### src/rtl/mc_ctrl_fsm.sv
// Multicycle control sequencer for the MIPS-subset datapath: fetch/decode/execute/
// memory/writeback stepping with a memory-ready wait counter and timeout abort.
module mc_ctrl_fsm #(
  parameter int WAIT_LIMIT = 0,
  parameter int CNT_W      = 8
) (
  input  logic       clk,
  input  logic       rst_n,
  input  logic [5:0] opcode,
  input  logic       mem_ready,
  output logic       pc_write,
  output logic       pc_write_cond,
  output logic       branch_ne,
  output logic       i_or_d,
  output logic       mem_read,
  output logic       mem_write,
  output logic       ir_write,
  output logic       mem_to_reg,
  output logic       reg_dst,
  output logic       reg_write,
  output logic       alu_src_a,
  output logic [1:0] alu_src_b,
  output logic [1:0] alu_op,
  output logic [1:0] alu_imm_sel,
  output logic [1:0] pc_source,
  output logic       ext_op,
  output logic       illegal_op,
  output logic       mem_timeout
);

  typedef enum logic [3:0] {
    S_FETCH   = 4'd0,  S_DECODE = 4'd1,  S_MEMADR = 4'd2,  S_MEMRD  = 4'd3,
    S_MEMWB   = 4'd4,  S_MEMWR  = 4'd5,  S_RTEXEC = 4'd6,  S_RTWB   = 4'd7,
    S_BRANCH  = 4'd8,  S_JUMP   = 4'd9,  S_IEXEC  = 4'd10, S_IWB    = 4'd11,
    S_ILLEGAL = 4'd12
  } state_t;

  typedef struct packed {
    logic       fetch_rd;
    logic       jmp_pc_write;
    logic       pc_write_cond;
    logic       branch_ne;
    logic       i_or_d;
    logic       mem_read;
    logic       mem_write;
    logic       mem_to_reg;
    logic       reg_dst;
    logic       reg_write;
    logic       alu_src_a;
    logic [1:0] alu_src_b;
    logic [1:0] alu_op;
    logic [1:0] alu_imm_sel;
    logic [1:0] pc_source;
    logic       illegal_op;
  } ctl_t;

  localparam logic [5:0] OP_RTYPE = 6'b000000;
  localparam logic [5:0] OP_LW    = 6'b100011;
  localparam logic [5:0] OP_SW    = 6'b101011;
  localparam logic [5:0] OP_BEQ   = 6'b000100;
  localparam logic [5:0] OP_BNE   = 6'b000101;
  localparam logic [5:0] OP_J     = 6'b000010;
  localparam logic [5:0] OP_ADDI  = 6'b001000;
  localparam logic [5:0] OP_SLTI  = 6'b001010;
  localparam logic [5:0] OP_ANDI  = 6'b001100;
  localparam logic [5:0] OP_ORI   = 6'b001101;
  localparam logic [CNT_W-1:0] LIMIT_M1 = CNT_W'(WAIT_LIMIT - 1);

  // Control word for a state; opcode only matters for states entered from DECODE.
  function automatic ctl_t decode_ctl(input state_t st, input logic [5:0] op);
    ctl_t c;
    c = '0;
    case (st)
      S_FETCH:   begin c.fetch_rd = 1'b1; c.mem_read = 1'b1; c.alu_src_b = 2'b01; end
      S_DECODE:  c.alu_src_b = 2'b11;
      S_MEMADR:  begin c.alu_src_a = 1'b1; c.alu_src_b = 2'b10; end
      S_MEMRD:   begin c.mem_read = 1'b1; c.i_or_d = 1'b1; end
      S_MEMWB:   begin c.reg_write = 1'b1; c.mem_to_reg = 1'b1; end
      S_MEMWR:   begin c.mem_write = 1'b1; c.i_or_d = 1'b1; end
      S_RTEXEC:  begin c.alu_src_a = 1'b1; c.alu_op = 2'b10; end
      S_RTWB:    begin c.reg_write = 1'b1; c.reg_dst = 1'b1; end
      S_BRANCH: begin
        c.alu_src_a     = 1'b1;
        c.alu_op        = 2'b01;
        c.pc_write_cond = 1'b1;
        c.pc_source     = 2'b01;
        c.branch_ne     = (op == OP_BNE);
      end
      S_JUMP:    begin c.jmp_pc_write = 1'b1; c.pc_source = 2'b10; end
      S_IEXEC: begin
        c.alu_src_a = 1'b1;
        c.alu_src_b = 2'b10;
        c.alu_op    = 2'b11;
        case (op)
          OP_ANDI: c.alu_imm_sel = 2'b01;
          OP_ORI:  c.alu_imm_sel = 2'b10;
          OP_SLTI: c.alu_imm_sel = 2'b11;
          default: c.alu_imm_sel = 2'b00;
        endcase
      end
      S_IWB:     c.reg_write = 1'b1;
      S_ILLEGAL: c.illegal_op = 1'b1;
      default:   c = '0;
    endcase
    return c;
  endfunction

  function automatic logic ext_sign(input logic [5:0] op);
    return !((op == OP_ANDI) || (op == OP_ORI));
  endfunction

  state_t           r_state;
  logic             r_started;
  logic [CNT_W-1:0] r_cnt;
  ctl_t             r_ctl;
  logic             r_ext_op;
  logic             r_timeout;

  state_t           w_state_nxt;
  logic [CNT_W-1:0] w_cnt_nxt;
  logic             w_abort;
  logic             w_limit_hit;
  logic             w_waiting;

  // Next-state, abort and wait-counter logic.
  always_comb begin
    w_state_nxt = r_state;
    w_abort     = 1'b0;
    w_limit_hit = (WAIT_LIMIT != 0) && (r_cnt == LIMIT_M1);
    w_waiting   = ((r_state == S_FETCH) || (r_state == S_MEMRD) || (r_state == S_MEMWR))
                  && !mem_ready;
    if (!r_started) begin
      w_state_nxt = S_FETCH;
    end else begin
      case (r_state)
        S_FETCH: begin
          if (mem_ready)        w_state_nxt = S_DECODE;
          else if (w_limit_hit) w_abort = 1'b1;
          else                  w_state_nxt = S_FETCH;
        end
        S_DECODE: begin
          case (opcode)
            OP_RTYPE:                          w_state_nxt = S_RTEXEC;
            OP_LW, OP_SW:                      w_state_nxt = S_MEMADR;
            OP_BEQ, OP_BNE:                    w_state_nxt = S_BRANCH;
            OP_J:                              w_state_nxt = S_JUMP;
            OP_ADDI, OP_SLTI, OP_ANDI, OP_ORI: w_state_nxt = S_IEXEC;
            default:                           w_state_nxt = S_ILLEGAL;
          endcase
        end
        S_MEMADR: begin
          if (opcode == OP_SW) w_state_nxt = S_MEMWR;
          else                 w_state_nxt = S_MEMRD;
        end
        S_MEMRD, S_MEMWR: begin
          if (mem_ready) begin
            w_state_nxt = (r_state == S_MEMRD) ? S_MEMWB : S_FETCH;
          end else if (w_limit_hit) begin
            w_abort     = 1'b1;
            w_state_nxt = S_FETCH;
          end else begin
            w_state_nxt = r_state;
          end
        end
        S_RTEXEC: w_state_nxt = S_RTWB;
        S_IEXEC:  w_state_nxt = S_IWB;
        default:  w_state_nxt = S_FETCH;
      endcase
    end
    // An abort from FETCH stays in FETCH, so it must clear the count explicitly.
    if (!r_started || w_abort || (w_state_nxt != r_state)) begin
      w_cnt_nxt = '0;
    end else if (w_waiting) begin
      w_cnt_nxt = r_cnt + CNT_W'(1);
    end else begin
      w_cnt_nxt = r_cnt;
    end
  end

  // State, counter and registered control word.
  always_ff @(posedge clk or negedge rst_n) begin
    if (!rst_n) begin
      r_state   <= S_FETCH;
      r_started <= 1'b0;
      r_cnt     <= '0;
      r_ctl     <= '0;
      r_ext_op  <= 1'b0;
      r_timeout <= 1'b0;
    end else begin
      r_started <= 1'b1;
      r_state   <= w_state_nxt;
      r_cnt     <= w_cnt_nxt;
      r_ctl     <= decode_ctl(w_state_nxt, opcode);
      r_timeout <= w_abort;
      if (w_state_nxt == S_FETCH)  r_ext_op <= 1'b0;
      else if (r_state == S_DECODE) r_ext_op <= ext_sign(opcode);
      else                          r_ext_op <= r_ext_op;
    end
  end

  // IR/PC loads in FETCH fire only in the cycle memory completes.
  assign ir_write      = r_ctl.fetch_rd & mem_ready;
  assign pc_write      = (r_ctl.fetch_rd & mem_ready) | r_ctl.jmp_pc_write;
  assign pc_write_cond = r_ctl.pc_write_cond;
  assign branch_ne     = r_ctl.branch_ne;
  assign i_or_d        = r_ctl.i_or_d;
  assign mem_read      = r_ctl.mem_read;
  assign mem_write     = r_ctl.mem_write;
  assign mem_to_reg    = r_ctl.mem_to_reg;
  assign reg_dst       = r_ctl.reg_dst;
  assign reg_write     = r_ctl.reg_write;
  assign alu_src_a     = r_ctl.alu_src_a;
  assign alu_src_b     = r_ctl.alu_src_b;
  assign alu_op        = r_ctl.alu_op;
  assign alu_imm_sel   = r_ctl.alu_imm_sel;
  assign pc_source     = r_ctl.pc_source;
  assign ext_op        = (r_state == S_DECODE) ? ext_sign(opcode) : r_ext_op;
  assign illegal_op    = r_ctl.illegal_op;
  assign mem_timeout   = r_timeout;

endmodule

### config.mk
export PLATFORM = sky130hd
export DESIGN_NAME = mc_ctrl_fsm
export DESIGN_NICKNAME = d
export VERILOG_FILES = /design/src/rtl/mc_ctrl_fsm.sv
export SDC_FILE = /design/constraint.sdc
export NUM_CORES = 1
export LEC_CHECK = 0
export ABC_AREA = 1
export BUFFER_PORTS_ARGS = -buffer_cell sky130_fd_sc_hd__buf_2
export CAP_MARGIN = 5
export CORE_MARGIN = 2
export CORE_UTILIZATION = 45
export DETAILED_ROUTE_END_ITERATION = 16
export GPL_ROUTABILITY_DRIVEN = 0
export PLACE_DENSITY = 0.71
export SLEW_MARGIN = 40
export SYNTH_ARGS = -nofsm -noshare
export SYNTH_HDL_FRONTEND = slang
export SYNTH_SLANG_ARGS = --single-unit
export TNS_END_PERCENT = 5
### constraint.sdc
create_clock -name clk -period 3.7 [get_ports clk]
set_input_delay 0.74 -clock clk [delete_from_list [all_inputs] [get_ports clk]]
set_output_delay 0.74 -clock clk [all_outputs]
set_load 0.005 [all_outputs]
* Word level (Yosys, flattened, before mapping) *
Cells that the tools add are included.
W data, S select, Z words.

word-level totals
  word-level logic and storage cells = 87
  bits of input ports = 9
  bits in registers = 26

operators by class
  muxes and demuxes = 25
  reduce and logical (&&, ||, !) cells = 14
  eq/ne operators = 27
  bitwise operators = 2

operator list
  operator              number
  $eq A4 B3 Y1 const B  6
  $eq A4 B4 Y1 const B  6
  $eq A6 B4 Y1 const B  4
  $pmux W4 S6           1
  $pmux W4 S5           1
  $pmux W2 S3           3
  $eq A4 B2 Y1 const B  4
  $mux W1               13
  $eq A6 B3 Y1 const B  2
  $eq A6 B6 Y1 const B  2
  $reduce_or A2 Y1      6
  $eq A4 B1 Y1 const B  2
  $logic_not A4 Y1      2
  $mux W4               2
  $reduce_or A4 Y1      2
  $eq A6 B2 Y1 const B  1
  $logic_not A6 Y1      1
  $mux W3               2
  $mux W2               2
  $pmux W2 S2           1
  $reduce_or A3 Y1      1
  $and A1 B1 Y1         1
  $logic_not A1 Y1      1
  $logic_or A1 B1 Y1    1
  $or A1 B1 Y1          1

* Longest topological paths before layout *
Gate-level depths: netlist (run 1).

  depth in word-level cells = 8
  depth in mapped cells = 12
  depth with buffers taken out = 12

* Least setup slack after synthesis (run 1) *
No wires, ideal clock.

  kind = input-to-output
  from = input port opcode[4]
  to = output port ext_op
  path slack = 1751 ps
  arrival time = 1209 ps
  buffers on the path = 0
  stages = 4
  cells stage by stage = nor2_4 nand3_1 nand3_1 o21ai_0

on the way
  word-level cells in the longest chain between the ends = 4

ends and longest elaborated chain
  what                    line  source
  start, declared         9     input logic [5:0] opcode,
  $eq A6 B4 Y1            109   return !((op == OP_ANDI) || (op == OP_ORI));
  $logic_or A1 B1 Y1 (*)  109
  $logic_not A1 Y1 (*)    109
  $mux W1 (*)             n/a
  end, declared           26    output logic ext_op,

Every way passes the cells marked *; elsewhere a longest branch is shown, timed or not.

* Final worst setup path (run 1) *
  from = input port opcode[0]
  to = output port ext_op

The elaborated chain is that of the path after synthesis.

==> summary.md, run 1 <==
| Metric | Value |
|---|---|
| Most used cell along the critical path | sky130_fd_sc_hd__buf_2 |
| GRT Total Usage | 14.8% |
| Minimum clock period | 2280 ps |
| Worst path bufs/invs | 3 |
| Share of post-route cells with drive strength above 1 | 35.8% |
| Register cell area after layout | 626 µm² |
| Horizontal die dimension | 59.7 µm |
| Largest Register | r_state |
| RSZ-0062 raised after global routing | false |
| Maximum ir drop on the vdd rail | 0.000263 V |
| Fraction of the core area covered by cells at the end of the flow | 51.4% |
| Share of async-settable or async-resettable flops after synthesis | 100% |
| Overall Power | 0.000507 W |
| Result of the run | finished, final reports clean |
| Count of final setup violators | 0 |
| Maximum net fanout on the critical path | 5 |
| Synthesized flop and latch total | 25 |
| DR vias | 1086 |
| Smallest setup slack after layout | 1420 ps |
| Wirelength per Cell | 10.4 µm |
| CTS Hold Bufs | 0 |
| Pre-CTS setup slack | 1420 ps |
| Row count | 20 |
| Maximum number of pins on one net before global-route repair | 26 |
| Initial core utilization | 46.4% |
| First-pass GRT wire length | 4080 µm |
| IO buf count | 29 |
| Number of hold violations in the final report | 0 |
| Via count of the first global-routing pass | 958 |
| Synthesized netlist net count | 178 |
| Number of ports placed on the die boundary | 31 |
| Layout net count | 203 |
| Yosys top cell by area | sky130_fd_sc_hd__dfrtp_1 |
| Data required time at the worst endpoint | 2960 ps |
| Crit path capture type | output pin |
| Achievable clock frequency | 0.439 GHz |
| FF-to-FF path depth | 9 |
| Post-CTS setup repair buffer count | 0 |
| DRC viols | 0 |
| Slew at the pin closest to its max-slew limit | 518 ps |
| Residual overflow from global routing | 0 |
| Cell count along the critical path | 7 |
| Largest stage delay on the critical path | 160 ps |
| Critical Path Slowest Stage Cell | sky130_fd_sc_hd__nor2_1 |
| Total Negative Setup Slacks | 0 ps |
| H-tree level count | 1 |
| Primary flip-flop cell chosen by synthesis mapping | sky130_fd_sc_hd__dfrtp_1 |
| Vias/cell | 4.81 |
| Biggest area contributors in the synthesized netlist | sky130_fd_sc_hd__dfrtp_1 (45%), sky130_fd_sc_hd__inv_1 (6.7%), sky130_fd_sc_hd__nor2_1 (6.5%), sky130_fd_sc_hd__nand2_1 (5.7%), sky130_fd_sc_hd__nand3_1 (5.4%) |
| Routed Antenna Nets | 0 |
| WS Path Type | input pin to output pin |
| Final clock period utilization by the worst path | 61.6% |
| Clock-pin slew reported for the worst setup and hold paths after clock tree synthesis | 140 ps |
| Number of optimization iterations in the first detailed-route pass | 4 |
| Synthesized area divided by synthesized cell count | 8.25 µm² |
| Max FFs per register | 4 |
| Area growth from synthesis to final layout | 10.7% |
| Number of enable flip-flop cells after synthesis | 0 |
| Antenna diodes | 0 |
| Leakage dissipation | 0.885 nW |
| Antenna violations before repair | 0 |
| TritonCTS Buffers | 3 |
| Cell Pwr Density | 329 mW/mm² |
| Root buffer selected by CTS | sky130_fd_sc_hd__clkbuf_4 |
| Total area of multi-input combinational cells | 588 µm² |
| Path category of the worst min-delay check | input pin to async pin |
| Portion of the post-synthesis area used by sequential elements | 44.9% |
| Clock tree from TritonCTS | done |
| Core Area | 0.00300 mm² |
| Cell family with the largest share of critical-path delay | simple AND/OR/NAND/NOR gates |
| Worst hold margin | 364 ps |
| Post-synth top cells | sky130_fd_sc_hd__dfrtp_1 (25), sky130_fd_sc_hd__inv_1 (25), sky130_fd_sc_hd__nor2_1 (24) |
| Final-report max-slew violation count | 0 |
| Share of the synthesized area in the top cell type | 44.9% |
| Area enclosed by the die boundary | 0.00356 mm² |
| Synthesized cell area | 0.00139 mm² |
| Half-perimeter wire length of the detailed placement result | 1880 µm |
| Detailed router's first-iteration violation count | 34 |
| Maximum clock skew at final layout | 3.58 ps |
| Worst-case clock buffer depth | 2 |
| Data arrival time of the critical path | 1540 ps |
| Post-Syn Instances | 169 |
| Worst-case headroom to the max-slew limit | 65.5% |
| Die Span Y | 59.7 µm |
| Setup crit start kind | input pin |
| Ys Warns | 0 |
| Final-layout fill cell count | 290 |
| Clock Latency Late Sink | 330 ps |
| Post-CTS sizing | 0 |
| Count of unique library cells instantiated by Yosys | 24 |
| Sequence of cells on the critical path | buf_2, inv_1, nor2_1, nand3_2, nand3_1, o21ai_0, buf_2 |
| Wire length after detailed routing | 2340 µm |
| Clock sink count | 25 |
| Total of max-cap violations | 0 |
[power by group]
part	leakage (nW)	internal [W]	total, W	switching, W
Sequential	0.332	0.000286	0.000292	0.00000574
Clock	0.0139	0.0000414	0.000125	0.0000836
Combinational	0.539	0.0000310	0.0000905	0.0000595
[per-stage QoR]
stage	instance area (µm²)	std cells
floorplan	1390	169
global placement	1510	222
detailed placement	1510	222
CTS	1540	226
global route	1540	226
finish	1540	226
[final timing paths]
path,startpoint,end,slack (ps)
setup / recovery,opcode[0],ext_op,1420
hold / removal,rst_n,reg_write,360
setup reg to reg,r_state[0],branch_ne,1970
hold reg to reg,r_ext_op,r_ext_op,660
max in group asynchronous,rst_n,r_ext_op,2990
min in group clk,r_ext_op,r_ext_op,660
[cell families after synthesis]
group,share of synthesized area [%]
flip-flops,44.9
AND/OR/NAND/NOR,38.2
buffers and inverters,12.9
other,0.539
AO/OA/AOI/OAI,3.50
[placed cells by master (no fill, tap or decap), drive strengths merged]
cell type / Yosys / final
clkbuf: 0 / 3
nor3: 5 / 5
nand3: 21 / 21
clkinvlp: 0 / 1
buf: 9 / 29
o21ai: 6 / 6
or2: 1 / 1
nand2: 34 / 34
dfrtp: 25 / 25
clkinv: 1 / 1
inv: 28 / 28
nand4: 2 / 2
conb: 2 / 2
nor2: 32 / 32
a21oi: 3 / 3
[per-layer routing]
layer / wire length (µm) / share of wire, % / track usage, %
met5: 0 / 0 / 0
met3: 107 / 4.6 / 3.90
met4: 9 / 0.38 / 1.90
met1: 1130 / 48 / 20.9
met2: 1100 / 47 / 23.4
[layout make-up]
type | instances | share of cell area (%)
repair buffers | 29 | 9.41
inverters | 29 | 7.30
clock buffers | 3 | 1.46
clock inverters | 1 | 0.487
flip-flops and latches | 25 | 40.6
multi-input cells | 106 | 38.1
well taps | 33 | 2.68
No activity file was read; power rests on OpenSTA's default activity.
==> run 2, diff against run 1 <==
Settings changed: ABC_AREA 1 to 0, PLACE_DENSITY 0.71 to 0.72.
Clock period 3.7 ns to 2.3 ns, I/O delays scaled along.
==> summary.md, run 2 <==
| Metric | Value |
|---|---|
| Number of placed cells counting well taps | 183 |
| GRT Total Usage | 16.0% |
| Cell area after placement | 0.00146 mm² |
| Crit path capture type | flop |
| Cell Pwr Density | 565 mW/mm² |
| Critical register-to-register path endpoint | reg_write |
| Clock tree from TritonCTS | done |
| Routed Antenna Nets | 0 |
| Maximum clock skew at final layout | 9.34 ps |
| Commonest non-fill, non-tap cell in the layout | sky130_fd_sc_hd__buf_2 |
| Finished Layout Cells | 190 |
| Clock sink count | 25 |
| Half-perimeter wire length of the detailed placement result | 1910 µm |
| Final-layout fill cell count | 259 |
| Achievable clock frequency | 0.459 GHz |
| Root buffer selected by CTS | sky130_fd_sc_hd__clkbuf_4 |
| Clock-pin slew reported for the worst setup and hold paths after clock tree synthesis | 120 ps |
| Sum of met3 wire segment lengths after detailed routing | 133 µm |
| Share of the synthesized area in the top cell type | 46.5% |
| Leakage dissipation | 0.728 nW |
| Antenna violations before repair | 0 |
| Yosys top cell by area | sky130_fd_sc_hd__dfrtp_1 |
| Origin of the critical flop-to-flop path | r_state[1] |
| Fraction of the core area covered by cells at the end of the flow | 53.7% |
| Biggest area contributors in the synthesized netlist | sky130_fd_sc_hd__dfrtp_1 (47%), sky130_fd_sc_hd__buf_4 (5.0%), sky130_fd_sc_hd__nor2_1 (5.0%), sky130_fd_sc_hd__nand2b_1 (2.8%), sky130_fd_sc_hd__o22ai_1 (2.3%) |
| Horizontal die dimension | 58.7 µm |
| Failing checks | design-rule violations |
| Met1 Routed Length | 1080 µm |
| Wire length on met2 | 1250 µm |
| Ys Warns | 0 |
| Synthesized cell area | 0.00135 mm² |
| Maximum ir drop on the vdd rail | 0.000411 V |
| Area growth from synthesis to final layout | 12.0% |
| Via count of the first global-routing pass | 910 |
| Primary flip-flop cell chosen by synthesis mapping | sky130_fd_sc_hd__dfrtp_1 |
| Largest Register | r_state |
| Highest routed metal layer | met3 |
| Setup crit start kind | flop |
| Path category of the worst min-delay check | input pin to async pin |
| Number of hold violations in the final report | 0 |
| Count of unique library cells instantiated by Yosys | 46 |
| Area enclosed by the die boundary | 0.00344 mm² |
| Wirelength per Cell | 13.0 µm |
| Slew at the pin closest to its max-slew limit | 539 ps |
| Share of post-route cells with drive strength above 1 | 35.8% |
| Clock Latency Late Sink | 310 ps |
| Total Negative Setup Slacks | 0 ps |
| DR vias | 1010 |
| FF-to-FF path depth | 6 |
| Final clock period utilization by the worst path | 94.8% |
| Share of async-settable or async-resettable flops after synthesis | 100% |
| First-pass GRT wire length | 4200 µm |
| Minimum clock period | 2180 ps |
| Post-synth top cells | sky130_fd_sc_hd__dfrtp_1 (25), sky130_fd_sc_hd__nor2_1 (18), sky130_fd_sc_hd__buf_4 (9) |
| Data required time at the worst endpoint | 2540 ps |
| Commonest non-fill, non-tap cells in the layout | sky130_fd_sc_hd__buf_2 (29), sky130_fd_sc_hd__dfrtp_1 (24), sky130_fd_sc_hd__nor2_1 (18) |
| Vias/cell | 5.32 |
| Antenna diodes | 0 |
| IO buf count | 29 |
| TritonCTS Buffers | 3 |
| Residual overflow from global routing | 0 |
| Worst-case clock buffer depth | 2 |
| Core Area | 0.00281 mm² |
| Number of optimization iterations in the first detailed-route pass | 10 |
| Synthesized flop and latch total | 25 |
| Wire length after detailed routing | 2460 µm |
| Number of enable flip-flop cells after synthesis | 0 |
| Count of final setup violators | 0 |
| Total of max-cap violations | 0 |
| Slack of the worst reg-to-reg path | 120 ps |
| Synthesized area divided by synthesized cell count | 10.0 µm² |
| Max FFs per register | 4 |
| Library cell with the highest instance count after synthesis | sky130_fd_sc_hd__dfrtp_1 |
| Data arrival time of the critical path | 2420 ps |
| Synthesized netlist net count | 143 |
| Maximum number of pins on one net before global-route repair | 26 |
| Final-report max-slew violation count | 0 |
| Result of the run | finished with violations |
| Layout net count | 169 |
| Maximum net fanout on the critical path | 10 |
| WS Path Type | flop to flop |
| RSZ-0062 raised after global routing | false |
| Die Span Y | 58.7 µm |
| Worst-case headroom to the max-slew limit | 63.1% |
| Portion of the post-synthesis area used by sequential elements | 46.5% |
| Cell area after layout | 0.00151 mm² |
| Row count | 19 |
| Detailed router's first-iteration violation count | 30 |
| Number of ports placed on the die boundary | 31 |
| Overall Power | 0.000852 W |
| Post-Syn Instances | 134 |
| DRC viols | 2 |
| H-tree level count | 1 |
| Initial core utilization | 47.9% |
-- run 2: cell types whose count changed in the layout (fill, tap and decap cells not counted), sizes merged, moves of 7 or more --
cell and change:
nand2 -30, buf +7, nor2 -13, nand3 -18, inv -25
-- run 2: worst max path at each step --
| stage | startpoint | end |
|---|---|---|
| floorplan | opcode[0] | i_or_d |
| global placement | opcode[3] | reg_write |
| detailed placement | opcode[3] | reg_write |
| CTS | r_state[1] | ext_op |
| global route | r_state[1] | alu_imm_sel[0] |
| finish | r_state[1] | reg_write |
-- run 2: kinds of logic (layout without fill, tap and decap cells) --
group	count (synthesis)	after routing	synth area share (%)
compound gates	31	31	18.9
xor+xnor	1	1	0.651
other cells	2	2	0.558
simple gates	55	55	23.2
flops	25	25	46.5
mux	2	2	1.67
buf+inv	18	43	8.56
-- run 2: worst max-delay path, stage by stage, from the launching register on --
cell and delay [ps]:
sky130_fd_sc_hd__dfrtp_2 470, sky130_fd_sc_hd__or4b_4 590, sky130_fd_sc_hd__nor2_2 140, sky130_fd_sc_hd__o21ai_2 90, sky130_fd_sc_hd__a31oi_4 300, sky130_fd_sc_hd__mux2_2 380, sky130_fd_sc_hd__o22ai_1 140
-- run 2: what timing repair did --
action                     CTS  global route
setup endpoints to repair    0             2
buffers inserted             0             3
hold buffers                 0             0
gates resized for setup      0             2
-- run 2: area by class of cell --
| type | count | area (µm²) | area share (%) |
|---|---|---|---|
| Clock buffer | 3 | 22.5 | 1.50 |
| Clock inverter | 1 | 5.00 | 0.332 |
| Inverter | 3 | 11.3 | 0.748 |
| Multi-Input combinational cell | 91 | 604 | 40.1 |
| Sequential cell | 25 | 627 | 41.6 |
| Tap cell | 31 | 38.8 | 2.57 |
| Timing Repair Buffer | 36 | 198 | 13.1 |
-- run 2: power by group --
part | total [W] | internal, W | switching (W) | leakage [nW]
logic | 0.000193 | 0.0000828 | 0.000111 | 0.379
registers | 0.000477 | 0.000466 | 0.0000109 | 0.331
clock network | 0.000181 | 0.0000650 | 0.000116 | 0.0177
total | 0.000852 | 0.000614 | 0.000237 | 0.728
-- run 2: through the flow --
step | hold slack [ps] | setup slack (ps)
6_report | 101 | 120
5_1_grt | 123 | 15.9
4_1_cts | 118 | 11.1
3_5_place_dp | 469 | 25.7
3_3_place_gp | 456 | 69.3
2_1_floorplan | 164 | 291
-- run 2: per-layer routing --
| layer | track usage [%] | vias up |
|---|---|---|
| met5 | 0 | - |
| met4 | 0 | 0 |
| met3 | 4.84 | 0 |
| met2 | 27.3 | 29 |
| met1 | 21.5 | 470 |
| li1 | - | 511 |
==> run 3, diff against run 2 <==
Settings changed: HOLD_SLACK_MARGIN from default to 0.15.
==> summary.md, run 3 (synthesis gave the netlist of run 2 again) <==
| Metric | Value |
|---|---|
| Critical Path Slowest Stage Cell | sky130_fd_sc_hd__or4b_4 |
| Number of ports placed on the die boundary | 31 |
| Cell area after placement | 0.00146 mm² |
| Residual overflow from global routing | 0 |
| Vias/cell | 5.30 |
| IO buf count | 29 |
| Cell family with the largest share of critical-path delay | simple AND/OR/NAND/NOR gates |
| P_sw | 0.000238 W |
| Row count | 19 |
| Leakage dissipation | 0.732 nW |
| DRC viols | 2 |
| Number of hold violations in the final report | 0 |
| Cell area after layout | 0.00152 mm² |
| Clock-pin slew reported for the worst setup and hold paths after clock tree synthesis | 120 ps |
| Clock network fraction of design power | 21.2% |
| Commonest non-fill, non-tap cell in the layout | sky130_fd_sc_hd__buf_2 |
| Antenna violations before repair | 0 |
| Minimum clock period | 2180 ps |
| Maximum clock skew at final layout | 9.34 ps |
| Register cell area after layout | 627 µm² |
| Maximum net fanout on the critical path | 10 |
| Share of post-route cells with drive strength above 1 | 35.6% |
| Number of placed cells counting well taps | 183 |
| Worst hold margin | 404 ps |
| Routed Antenna Nets | 0 |
| Die Span Y | 58.7 µm |
| Horizontal die dimension | 58.7 µm |
| Commonest non-fill, non-tap cells in the layout | sky130_fd_sc_hd__buf_2 (29), sky130_fd_sc_hd__dfrtp_1 (24), sky130_fd_sc_hd__nor2_1 (18) |
| Half-perimeter wire length of the detailed placement result | 1910 µm |
| Setup crit start kind | flop |
| Max FFs per register | 4 |
| Final-layout fill cell count | 258 |
| Worst path bufs/invs | 0 |
| Clock tree from TritonCTS | done |
| Portion of total power attributed to combinational logic | 22.8% |
| Layout net count | 170 |
| H-tree level count | 1 |
| Data arrival time of the critical path | 2420 ps |
| DR vias | 1012 |
| Worst-case headroom to the max-slew limit | 63.1% |
| Total area of multi-input combinational cells | 604 µm² |
| Result of the run | finished with violations |
| Initial core utilization | 47.9% |
| Final clock period utilization by the worst path | 94.8% |
| GRT Total Usage | 16.0% |
| Maximum number of pins on one net before global-route repair | 26 |
| Largest Register | r_state |
| Achievable clock frequency | 0.459 GHz |
| Detailed router's first-iteration violation count | 30 |
| Area enclosed by the die boundary | 0.00344 mm² |
| Portion of total power attributed to sequential cells | 56.0% |
| Clock sink count | 25 |
| Total of max-cap violations | 0 |
| Number of optimization iterations in the first detailed-route pass | 10 |
| Failing checks | design-rule violations |
| Finished Layout Cells | 191 |
| Clock Latency Late Sink | 310 ps |
| Antenna diodes | 0 |
| Core Area | 0.00281 mm² |
| Largest stage delay on the critical path | 590 ps |
| Data required time at the worst endpoint | 2540 ps |
| First-pass GRT wire length | 4200 µm |
| Path category of the worst min-delay check | input pin to flop |
| Crit path capture type | flop |
| Maximum ir drop on the vdd rail | 0.000411 V |
| Via count of the first global-routing pass | 910 |
| Smallest setup slack after layout | 120 ps |
| Internal power summed over all cells | 0.000615 W |
| Switching part of the total | 27.9% |
| Wirelength per Cell | 12.9 µm |
| Count of final setup violators | 0 |
| Worst-case clock buffer depth | 2 |
| Slew at the pin closest to its max-slew limit | 539 ps |
| Final-report max-slew violation count | 0 |
| WS Path Type | flop to flop |
| Total Negative Setup Slacks | 0 ps |
| Area growth from synthesis to final layout | 12.7% |
| RSZ-0062 raised after global routing | false |
| TritonCTS Buffers | 3 |
| Pre-CTS setup slack | 25.7 ps |
| Sequence of cells on the critical path | or4b_4, nor2_2, o21ai_2, a31oi_4, mux2_2, o22ai_1 |
| Root buffer selected by CTS | sky130_fd_sc_hd__clkbuf_4 |
| Cell Pwr Density | 562 mW/mm² |
| Wire length after detailed routing | 2470 µm |
==> run 3: cell types whose count changed in the layout (fill, tap and decap cells not counted), sizes merged <==
cell         before  now
dlygate4sd3       0    1
==> run 3: worst paths after layout <==
path                                  from        endpoint  slack [ps]  cells after the start
min in group asynchronous            rst_n      illegal_op         640                      2
worst max-delay path            r_state[1]       reg_write         120                      6
worst min-delay path             opcode[0]  alu_imm_sel[0]         400                      2
worst min register to register   r_started      r_state[3]         620                      1
worst max register to register  r_state[1]       reg_write         120                      6
max in group asynchronous            rst_n      r_state[1]        1270                      2
==> run 3: timing repair <==
action                                  in CTS  in global routing
gates resized for setup                      0                  2
endpoints found under the hold margin       25                  0
setup buffers                                0                  3
hold buffers                                 1                  0
endpoints found under the setup margin       0                  2
==> run 3: metrics by stage <==
step / utilization, % / power, W
global route: 54.1 / 0.000916
global placement: 51.9 / 0.000675
detailed placement: 51.9 / 0.000677
floorplan: - / 0.000616
CTS: 53.2 / 0.000862
finish: 54.1 / 0.000853
==> run 3: layout make-up <==
class | count | share of cell area (%)
clock inverter | 1 | 0.330
inverter | 3 | 0.743
timing repair buffer | 37 | 13.7
clock buffer | 3 | 1.49
sequential | 25 | 41.3
multi-input combinational | 91 | 39.9
tap | 31 | 2.56
==> run 3: power groups by stage <==
| stage | Combinational (W) | Sequential, W | Clock, W |
|---|---|---|---|
| global route | 0.000220 | 0.000481 | 0.000215 |
| CTS | 0.000194 | 0.000477 | 0.000190 |
| detailed placement | 0.000191 | 0.000486 | 0 |
| finish | 0.000195 | 0.000477 | 0.000181 |
| global placement | 0.000190 | 0.000485 | 0 |
| floorplan | 0.000131 | 0.000486 | 0 |
==> run 3: per-layer routing <==
| layer | GRT usage (%) | share of wire [%] | vias to the layer above |
|---|---|---|---|
| li1 | - | - | 513 |
| met1 | 21.5 | 44 | 470 |
| met2 | 27.3 | 51 | 29 |
| met3 | 4.84 | 5.3 | 0 |
| met4 | 0 | 0 | 0 |
| met5 | 0 | 0 | - |
